$ cat src/rtl/imm_extend_pipe.sv
// Pipelined MIPS immediate generator (sign/zero/upper/branch) with a 2-entry skid buffer.
// Latency 1 cycle; in_ready = !skid_valid, so there is no combinational path from out_ready.
module imm_extend_pipe #(
  parameter int IN_W     = 16,
  parameter int OUT_W    = 32,
  parameter int BR_SHIFT = 2,
  parameter int TAG_W    = 5
) (
  input  logic             clk,
  input  logic             rst_n,
  input  logic             in_valid,
  output logic             in_ready,
  input  logic [IN_W-1:0]  in_imm,
  input  logic [1:0]       in_mode,
  input  logic [TAG_W-1:0] in_tag,
  output logic             out_valid,
  input  logic             out_ready,
  output logic [OUT_W-1:0] out_data,
  output logic [TAG_W-1:0] out_tag
);

  localparam int UP_SHIFT = OUT_W - IN_W;
  localparam logic [OUT_W-1:0] LOW_MASK = OUT_W'({IN_W{1'b1}});

  logic [OUT_W-1:0] zero_ext, sign_ext, ext_res;
  logic             in_xfer, out_xfer;
  logic             or_valid, sk_valid;
  logic [OUT_W-1:0] or_data, sk_data;
  logic [TAG_W-1:0] or_tag, sk_tag;

  // Mask-based sign extension stays legal when OUT_W == IN_W (no zero-width replication).
  always_comb begin
    zero_ext = OUT_W'(in_imm);
    sign_ext = zero_ext | (in_imm[IN_W-1] ? ~LOW_MASK : '0);
    ext_res  = sign_ext;
    case (in_mode)
      2'b00:   ext_res = sign_ext;
      2'b01:   ext_res = zero_ext;
      2'b10:   ext_res = zero_ext << UP_SHIFT;
      default: ext_res = sign_ext << BR_SHIFT;
    endcase
  end

  assign in_ready  = !sk_valid;
  assign in_xfer   = in_valid && in_ready;
  assign out_xfer  = or_valid && out_ready;
  assign out_valid = or_valid;
  assign out_data  = or_data;
  assign out_tag   = or_tag;

  always_ff @(posedge clk or negedge rst_n) begin
    if (!rst_n) begin
      or_valid <= 1'b0;
      or_data  <= '0;
      or_tag   <= '0;
      sk_valid <= 1'b0;
      sk_data  <= '0;
      sk_tag   <= '0;
    end else if (out_xfer) begin
      if (sk_valid) begin
        // in_ready was low, so no input can collide with the skid drain.
        or_data  <= sk_data;
        or_tag   <= sk_tag;
        sk_valid <= 1'b0;
      end else if (in_xfer) begin
        or_data <= ext_res;
        or_tag  <= in_tag;
      end else begin
        or_valid <= 1'b0;
      end
    end else if (in_xfer) begin
      if (!or_valid) begin
        or_valid <= 1'b1;
        or_data  <= ext_res;
        or_tag   <= in_tag;
      end else begin
        sk_valid <= 1'b1;
        sk_data  <= ext_res;
        sk_tag   <= in_tag;
      end
    end
  end

endmodule
$ cat config.mk
export PLATFORM = sky130hd
export DESIGN_NAME = imm_extend_pipe
export DESIGN_NICKNAME = d
export VERILOG_FILES = /design/src/rtl/imm_extend_pipe.sv
export SDC_FILE = /design/constraint.sdc
export NUM_CORES = 1
export LEC_CHECK = 0
export ABC_AREA = 1
export ABC_CLOCK_PERIOD_IN_PS = 1500
export CAP_MARGIN = 0
export CORE_MARGIN = 10
export CORE_UTILIZATION = 44
export DETAILED_ROUTE_END_ITERATION = 6
export PLACE_DENSITY = 0.68
export SLEW_MARGIN = 25
export SYNTH_ARGS = -nofsm -noshare
export SYNTH_HDL_FRONTEND = slang
export SYNTH_SLANG_ARGS = --single-unit
$ cat constraint.sdc
create_clock -name clk -period 1.5 [get_ports clk]
set_clock_uncertainty 0.1 [all_clocks]
set_input_delay 0.3 -clock clk [delete_from_list [all_inputs] [get_ports clk]]
set_output_delay 0.3 -clock clk [all_outputs]
set_load 0.005 [all_outputs]
Word level (Yosys, flattened, before mapping)
Cells that the tools add are included.
{"block": "totals", "in_bits": 27, "regBits": 76}
{"block": "op_classes", "bitwise": 2, "reduce_logical": 11, "mux": 19, "eq_ne": 5}
{"op": "2-to-1 mux 32 bit", "count": 6}
{"op": "one-hot mux 32 bit (3 select lines)", "count": 1}
{"op": "OR 16 x 32 -> 32 bit", "count": 1}
{"op": "2-to-1 mux 5 bit", "count": 5}
{"op": "AND reduction 3 bit", "count": 3}
{"op": "2-to-1 mux 1 bit", "count": 7}
{"op": "!= test 2 bit, second input constant", "count": 3}
{"op": "nonzero test 2 bit", "count": 3}
{"op": "equality test 2 x 1 -> 1 bit, second input constant", "count": 1}
{"op": "equality test 2 bit, second input constant", "count": 1}
{"op": "logical AND 1 bit", "count": 2}
{"op": "zero test 2 bit", "count": 1}
{"op": "AND reduction 2 bit", "count": 1}
{"op": "zero test 1 bit", "count": 1}
{"op": "inverter 1 bit", "count": 1}

Logic depth before layout (Yosys ltp)
Gate-level depths: netlist of run 1.
{"block": "depth", "depth_word": 6, "mapped_depth": 9}

Worst setup path before layout of run 1
OpenSTA, ideal clock, no wires.
{"block": "synth_path", "path_kind": "flip-flop to flip-flop", "from": "register or_valid (netlist: out_valid)", "to": "register sk_data[0]", "t_arrival_ns": 1.062, "setup_ns": 0.118, "t_required_ns": 1.282, "synth_period_minus_slack_ns": 1.280, "setup_slack_ns": 0.220, "stages_incl_launch_ff": 9, "cell_sequence": "dfrtp_1 inv_1 nor2_2 inv_2 nor2_8 inv_2 buf_6 nand2_1 o21ai_2"}
{"block": "synth_between", "elab_chain_cells": 3}
{"item": "start, declared", "line_no": "27", "text": "logic or_valid, sk_valid;"}
{"item": "start signal, assigned", "line_no": "53", "text": "or_valid <= 1'b0;"}
{"item": "start signal, assigned", "line_no": "69", "text": "or_valid <= 1'b0;"}
{"item": "start signal, assigned", "line_no": "73", "text": "or_valid <= 1'b1;"}
{"item": "logical AND 1 bit", "line_no": "46", "text": "assign out_xfer = or_valid && out_ready;"}
{"item": "inverter 1 bit (no source line)"}
{"item": "AND reduction 3 bit (no source line) *"}
{"item": "end signal, assigned", "line_no": "78", "text": "sk_data <= ext_res;"}
{"item": "end, declared", "line_no": "28", "text": "logic [OUT_W-1:0] or_data, sk_data;"}
Every way passes the cells marked *; elsewhere a longest branch is shown, timed or not.
A chain may end at the register's enable or synchronous reset.

Worst setup path in the final report of run 1
{"block": "layout_path", "from": "register or_data[21] (netlist: out_data[21])", "to": "output out_data[21]"}
{"item": "start, declared", "line_no": "28"}
{"item": "start signal, assigned", "line_no": "62", "text": "or_data <= sk_data;"}
{"item": "start signal, assigned", "line_no": "66", "text": "or_data <= ext_res;"}
{"item": "start signal, assigned", "line_no": "74", "text": "or_data <= ext_res;"}
{"item": "end, declared", "line_no": "18", "text": "output logic [OUT_W-1:0] out_data,"}
No word-level cell between the ends.

==> results by group, run 1 <==
Layout
  • Antenna fix cells: 0
  • Fill count: 834
  • Post-layout nets: 633
  • Proportion of layout cells with a drive suffix above 1: 14.4%
  • Post-Layout Cell Count: 719
  • Area growth from synthesis to layout: 30.8%

STA
  • Unrepaired setup endpoints after global routing: yes
  • Fmax achieved: 0.697 GHz
  • Final worst path period need: 1.43 ns
  • Final hold vios: 0
  • Relative slew slack: 77.5%
  • Hold_ws: 0.268 ns
  • Fin. max-slew vios: 0
  • Worst-margin pin slew: 0.336 ns
  • Final setup fails: 0
  • Final Cycle Share: 95.6%
  • Setup TNS Final: 0 ns
  • PnR worst setup slack: 0.0658 ns

Synth
  • Most numerous cell in the Yosys netlist: nand2_1
  • Synth Register Bits: 76
  • Top cells by area, synth: dfrtp_1 (49%), nand2_1 (23%), nand3_1 (7.7%)
  • Sequential share of the synthesized area: 48.7%
  • Cell Area, Synth: 3900 um^2
  • Asr flop ratio synth: 100%
  • Count of cell types in the netlist: 20
  • Top_reg_cell synth: dfrtp_1
  • Number of synthesized flops with an enable pin: 0
  • Synth Warn #: 0
  • Share of the synthesized area in the top cell type: 48.7%
  • Synth top cells by count: nand2_1 (240), dfrtp_1 (76), nand3_1 (60), nor2_1 (34), inv_1 (20)
  • Post-synth top area cell: dfrtp_1
  • Syn_nets: 547
  • Average cell area after synthesis: 7.51 um^2
  • Post-Syn Instances: 520

Power
  • Pwr Density: 1730 nW/um^2
  • Switch Pwr: 3190 uW
  • Comb pwr share: 42.2%
  • Internal power: 5640 uW
  • Switching part of the total power: 36.1%
  • P_leak: 0.00284 uW
  • Total power: 8830 uW
  • Highest ir drop seen on vdd: 0.000906 V
  • Power share of the clock group: 19.5%
  • Sequential power share: 38.3%

Hold path
  • Hold WC Path Type: in -> async

Drt
  • Via count: 3,662
  • WL/cell: 14.6 um
  • Antenna violation net count after detailed routing: 0
  • Vias per cell: 5.09
  • Final WL: 10.5 mm
  • Detailed router's first-iteration violation count: 241
  • First-pass detailed-route iteration total: 4
  • DR DRC count: 0

GRT
  • Global-route wire length before repair: 17.8 mm
  • Overflow after GRT: 0
  • Antenna violations before repair: 0
  • Overall routing resource usage: 16.5%
  • Met3 usage: 5.56%
  • GRT busiest layer: met2
  • Vias in the first global route: 3,649
  • Grt met2 use: 25.4%
  • Largest net degree at the start of global routing: 45
  • GR Util met1: 21.2%

Worst setup path
  • CP bufs+invs: 1
  • Worst path max stage delay: 0.40 ns
  • Worst EP required: 1.10 ns
  • WP data arrival: 1.03 ns
  • Worst-path maximum fanout: 2
  • CP max-delay cell: dfrtp_1
  • Critical path class: reg -> out
  • Crit path max-delay family: flip-flops
  • Startpoint types: register
  • Sequence of cells on the critical path: dlygate4sd2_1
  • Endpoint type of the worst setup path: output port

Die
  • Cell Rows: 34
  • I/O Pins: 66
  • Initial Util: 45.0%
  • Chip height: 114 um
  • Die width: 114 um
  • Core Footprint: 8680 um^2
  • Die ar.: 13,000 um^2

Flow run
  • Max Cap Viol: 0

Clock network
  • Root Driver: clkbuf_8
  • TritonCTS Buffers: 9
  • Worst-path clk slew: 0.08 ns
  • Sinks on Clock Net: 76
  • CTS tree: built
  • CTS Buffer Depth: 2
  • Clock network latency to the later pin of the worst-skew pair: 0.36 ns
  • # H-tree levels: 3

Placed design
  • Cells after DPL: 691
  • PortBufs: 65
  • Pre-CTS setup slack: -0.232 ns
  • GPL Wtd Cong: 0.858
  • DP Wirelength: 7.34 mm

Run status
  • Outcome: finished clean
==> area by class of cell <==
cell class                      instances  area, um^2  share of cell area, %
Timing Repair Buffer                  107        1060                   20.7
Clock inverter                          7        91.3                   1.79
Sequential cell                        76        1900                   37.2
Tap cell                              108         135                   2.65
Multi-Input combinational cell        385        1690                   33.1
Clock buffer                            9         124                   2.42
Inverter                               27         111                   2.18
==> state kept, by name (all words and copies together) (netlist names) <==
name and cells:
out_tag 5, sk_valid 1, sk_data 32, sk_tag 5, out_data 32, out_valid 1
==> power by group through the flow <==
stage	clock, uW	sequential (uW)	combinational (uW)
6_report	1720	3380	3720
3_5_place_dp	0	3460	3720
4_1_cts	1760	3390	3580
3_3_place_gp	0	3420	3660
5_1_grt	1860	3510	4240
2_1_floorplan	0	3420	1980
==> logic make-up (layout without fill, tap and decap cells) <==
group / after synthesis / after routing / synth area share (%)
flip-flops: 76 / 76 / 48.7
AO/OA/AOI/OAI: 26 / 26 / 4.01
AND/OR/NAND/NOR: 359 / 359 / 38.9
buffers and inverters: 59 / 150 / 8.36
==> path summary, 6_finish.rpt <==
path,from,cells after the start,to,slack [ns]
hold reg to reg,sk_data[16],2,sk_data[16],0.38
max in group asynchronous,rst_n,3,out_data[31],0.51
hold / removal,rst_n,2,out_tag[2],0.27
setup / recovery,out_data[21],1,out_data[21],0.07
setup reg to reg,out_valid,9,out_tag[2],0.07
min in group clk,sk_data[16],2,sk_data[16],0.38
==> per-layer routing <==
| layer | share of wire (%) | up-vias |
|---|---|---|
| met5 | 0 | - |
| met4 | 1.8 | 0 |
| met3 | 8.3 | 19 |
| met2 | 46 | 118 |
| met1 | 44 | 1720 |
| li1 | - | 1805 |
==> through the flow <==
stage	instance area (um^2)	util (%)
final	5110	58.9
after floorplan	3910	-
after CTS	5010	57.8
after global routing	5110	58.9
after detailed placement	4780	55.1
after global placement	4780	55.1
==> what timing repair did <==
item / 4_1_cts / 5_1_grt
resized for setup: 39 / 14
hold endpoints to repair: 23 / 0
endpoints found under the setup margin: 39 / 40
setup buffers: 8 / 1
pin swaps: 0 / 4
cloned: 0 / 2
hold buffers: 1 / 0
==> placed cells by master (no fill, tap or decap), types with 4 or more instances in the layout <==
| master | n |
|---|---|
| o21ai_0 | 18 |
| inv_2 | 5 |
| clkdlybuf4s50_1 | 25 |
| inv_1 | 19 |
| nand4_1 | 15 |
| buf_4 | 29 |
| dfrtp_1 | 76 |
| nor2_1 | 30 |
| nor2_2 | 5 |
| nand2_2 | 4 |
| buf_6 | 4 |
| buf_12 | 7 |
| clkbuf_8 | 9 |
| dlygate4sd2_1 | 38 |
| nand3_1 | 60 |
| o21ai_2 | 7 |
| nand2_1 | 239 |
Power figures use the tool's default switching activity.
==> run 2, diff against run 1 <==
--- a/config.mk
+++ b/config.mk
@@ -9,9 +9,9 @@
 export ABC_CLOCK_PERIOD_IN_PS = 1500
 export CAP_MARGIN = 0
 export CORE_MARGIN = 10
-export CORE_UTILIZATION = 44
+export CORE_UTILIZATION = 49
 export DETAILED_ROUTE_END_ITERATION = 6
-export PLACE_DENSITY = 0.68
+export PLACE_DENSITY = 0.75
 export SLEW_MARGIN = 25
 export SYNTH_ARGS = -nofsm -noshare
 export SYNTH_HDL_FRONTEND = slang
==> results by group, run 2 (synthesis results as in run 1) <==
STA
  • Final hold vios: 0 (unchanged)
  • Fin. max-slew vios: 0 (unchanged)
  • Hold_ws: 0.379 ns (+0.111 ns)
  • Fmax achieved: 0.683 GHz (-2.1%)
  • Unrepaired setup endpoints after global routing: yes
  • Worst-margin pin slew: 0.407 ns (+0.0709 ns)
  • Final setup fails: 0 (unchanged)
  • Final Cycle Share: 97.6% (+2.0 points)
  • Setup TNS Final: 0 ns (unchanged)
  • Final worst path period need: 1.46 ns (+0.0301 ns)
  • Relative slew slack: 72.8% (-4.7 points)

Layout
  • Post-Route Utilization: 65.5% (+6.7 points)
  • Post-layout nets: 627 (-0.95%)
  • Leading cell types in the layout, fill and taps excluded: nand2_1 (238), dfrtp_1 (76), nand3_1 (60)
  • Antenna fix cells: 0 (unchanged)
  • Area growth from synthesis to layout: 29.7%
  • Commonest non-fill, non-tap cell in the layout: nand2_1
  • Proportion of layout cells with a drive suffix above 1: 13.2% (-1.2 points)

Placed design
  • PortBufs: 65 (unchanged)
  • DP Wirelength: 7.24 mm (-1.4%)
  • GPL Wtd Cong: 0.918 (+7.1%)

Worst setup path
  • Startpoint types: register
  • WP data arrival: 1.60 ns (+0.57 ns)
  • Critical path class: reg -> reg
  • R2r startpoint: out_valid
  • Endpoint type of the worst setup path: register
  • Worst-path maximum fanout: 11 (+9)
  • Crit path launch: out_valid
  • Worst EP required: 1.64 ns (+0.54 ns)

Drt
  • Final WL: 10.3 mm (-1.4%)
  • Vias per cell: 5.26 (+3.3%)
  • Antenna violation net count after detailed routing: 0 (unchanged)
  • First-pass detailed-route iteration total: 6 (+2)
  • DR DRC count: 0 (unchanged)
  • Detailed router's first-iteration violation count: 223 (-7.5%)
  • Via count: 3,721 (+1.6%)
  • WL/cell: 14.6 um (+0.27%)

Clock network
  • Worst-path clk slew: 0.09 ns (about the same)
  • Sinks on Clock Net: 76 (unchanged)
  • TritonCTS Buffers: 9 (unchanged)
  • CTS Buffer Depth: 2 (unchanged)
  • CTS tree: built
  • # H-tree levels: 3 (unchanged)
  • Root Driver: clkbuf_8
  • Clock network latency to the later pin of the worst-skew pair: 0.35 ns (about the same)

GRT
  • Overflow after GRT: 0 (unchanged)
  • Overall routing resource usage: 17.0% (+0.49 points)
  • Antenna violations before repair: 0 (unchanged)
  • Global-route wire length before repair: 16.5 mm (-7.1%)
  • Largest net degree at the start of global routing: 77 (+71%)
  • Vias in the first global route: 3,469 (-4.9%)

Power
  • Sequential power share: 39.3% (+1.0 points)
  • Switching part of the total power: 36.9% (+0.82 points)
  • Switch Pwr: 3170 uW (-0.37%)
  • Comb pwr share: 42.1% (about the same)
  • Internal power: 5420 uW (-3.9%)
  • Pwr Density: 1700 nW/um^2 (-1.7%)
  • Highest ir drop seen on vdd: 0.000785 V (-13%)
  • P_leak: 0.00282 uW (-0.76%)
  • Power share of the clock group: 18.6% (-0.9 points)

Die
  • Initial Util: 50.5% (+5.5 points)
  • Core Footprint: 7730 um^2 (-11%)
  • Cell Rows: 32 (-5.9%)
  • Chip height: 109 um (-4.3%)
  • Die ar.: 11,900 um^2 (-8.5%)
  • I/O Pins: 66 (unchanged)
  • Die width: 109 um (-4.3%)

Run status
  • Outcome: finished clean

Hold path
  • Worst hold start: out_data[11]
  • Hold WC Path Type: reg -> reg

Flow run
  • Max Cap Viol: 0 (unchanged)
## run 2: cell count changes in the layout (fill, tap and decap cells not counted), sizes merged
cell / delta
clkinvlp: +1
clkbuf: +1
clkinv: -1
buf: -6
bufinv: -1
## run 2: path summary, 6_finish.rpt
kind	endpoint	slack, ns	depth (start not counted)
min reg2reg	out_data[11]	0.38	2
min in group asynchronous	sk_tag[1]	0.39	3
max in group asynchronous	out_data[9]	0.57	3
max reg2reg	sk_tag[0]	0.04	9
min	out_data[11]	0.38	2
max	sk_tag[0]	0.04	9
## run 2: power groups by stage
stage,combinational [uW],clock [uW],sequential [uW]
finish,3620,1600,3380
global route,4080,1700,3460
CTS,3540,1610,3370
detailed placement,3740,0,3450
global placement,3630,0,3410
floorplan,1980,0,3420
## run 2: layout make-up
type,instances,area [um^2]
sequential,76,1900
timing repair buffer,101,1030
fill,658,2660
clock buffer,10,138
multi-input combinational,385,1690
tap,102,128
inverter,27,109
clock inverter,6,63.8
## run 2: what timing repair did
| action | CTS | global route |
|---|---|---|
| resized for setup | 39 | 12 |
| gates cloned | 0 | 2 |
| hold buffers | 1 | 0 |
| endpoints found under the setup margin | 39 | 29 |
| pin swaps | 0 | 1 |
| buffers inserted | 4 | 0 |
| endpoints found under the hold margin | 76 | 0 |
## run 2: layer usage
layer	global-route usage, %	up-vias	part of all wire [%]
met5	0	-	0
met4	6.32	0	1.3
met3	4.54	16	8.8
met2	27.0	181	47
met1	21.9	1728	43
li1	-	1796	-
## run 2: worst max-delay path, cell delays in order (launching register included)
cell and delay (ns):
dfrtp_1 0.36, buf_6 0.12, inv_1 0.05, nor2_2 0.08, inv_2 0.09, nor2_8 0.20
inv_6 0.07, clkbuf_16 0.17, nand2_1 0.07, o21ai_2 0.05
## run 2: metrics by stage
stage	power (uW)	setup slack [ns]	instances	area [um^2]
3_3_place_gp	7040	-0.230	684	4790
4_1_cts	8520	0.0251	705	4980
3_5_place_dp	7190	-0.287	684	4790
5_1_grt	9250	-0.0390	707	5060
2_1_floorplan	5410	0.220	520	3910
6_report	8600	0.0357	707	5060
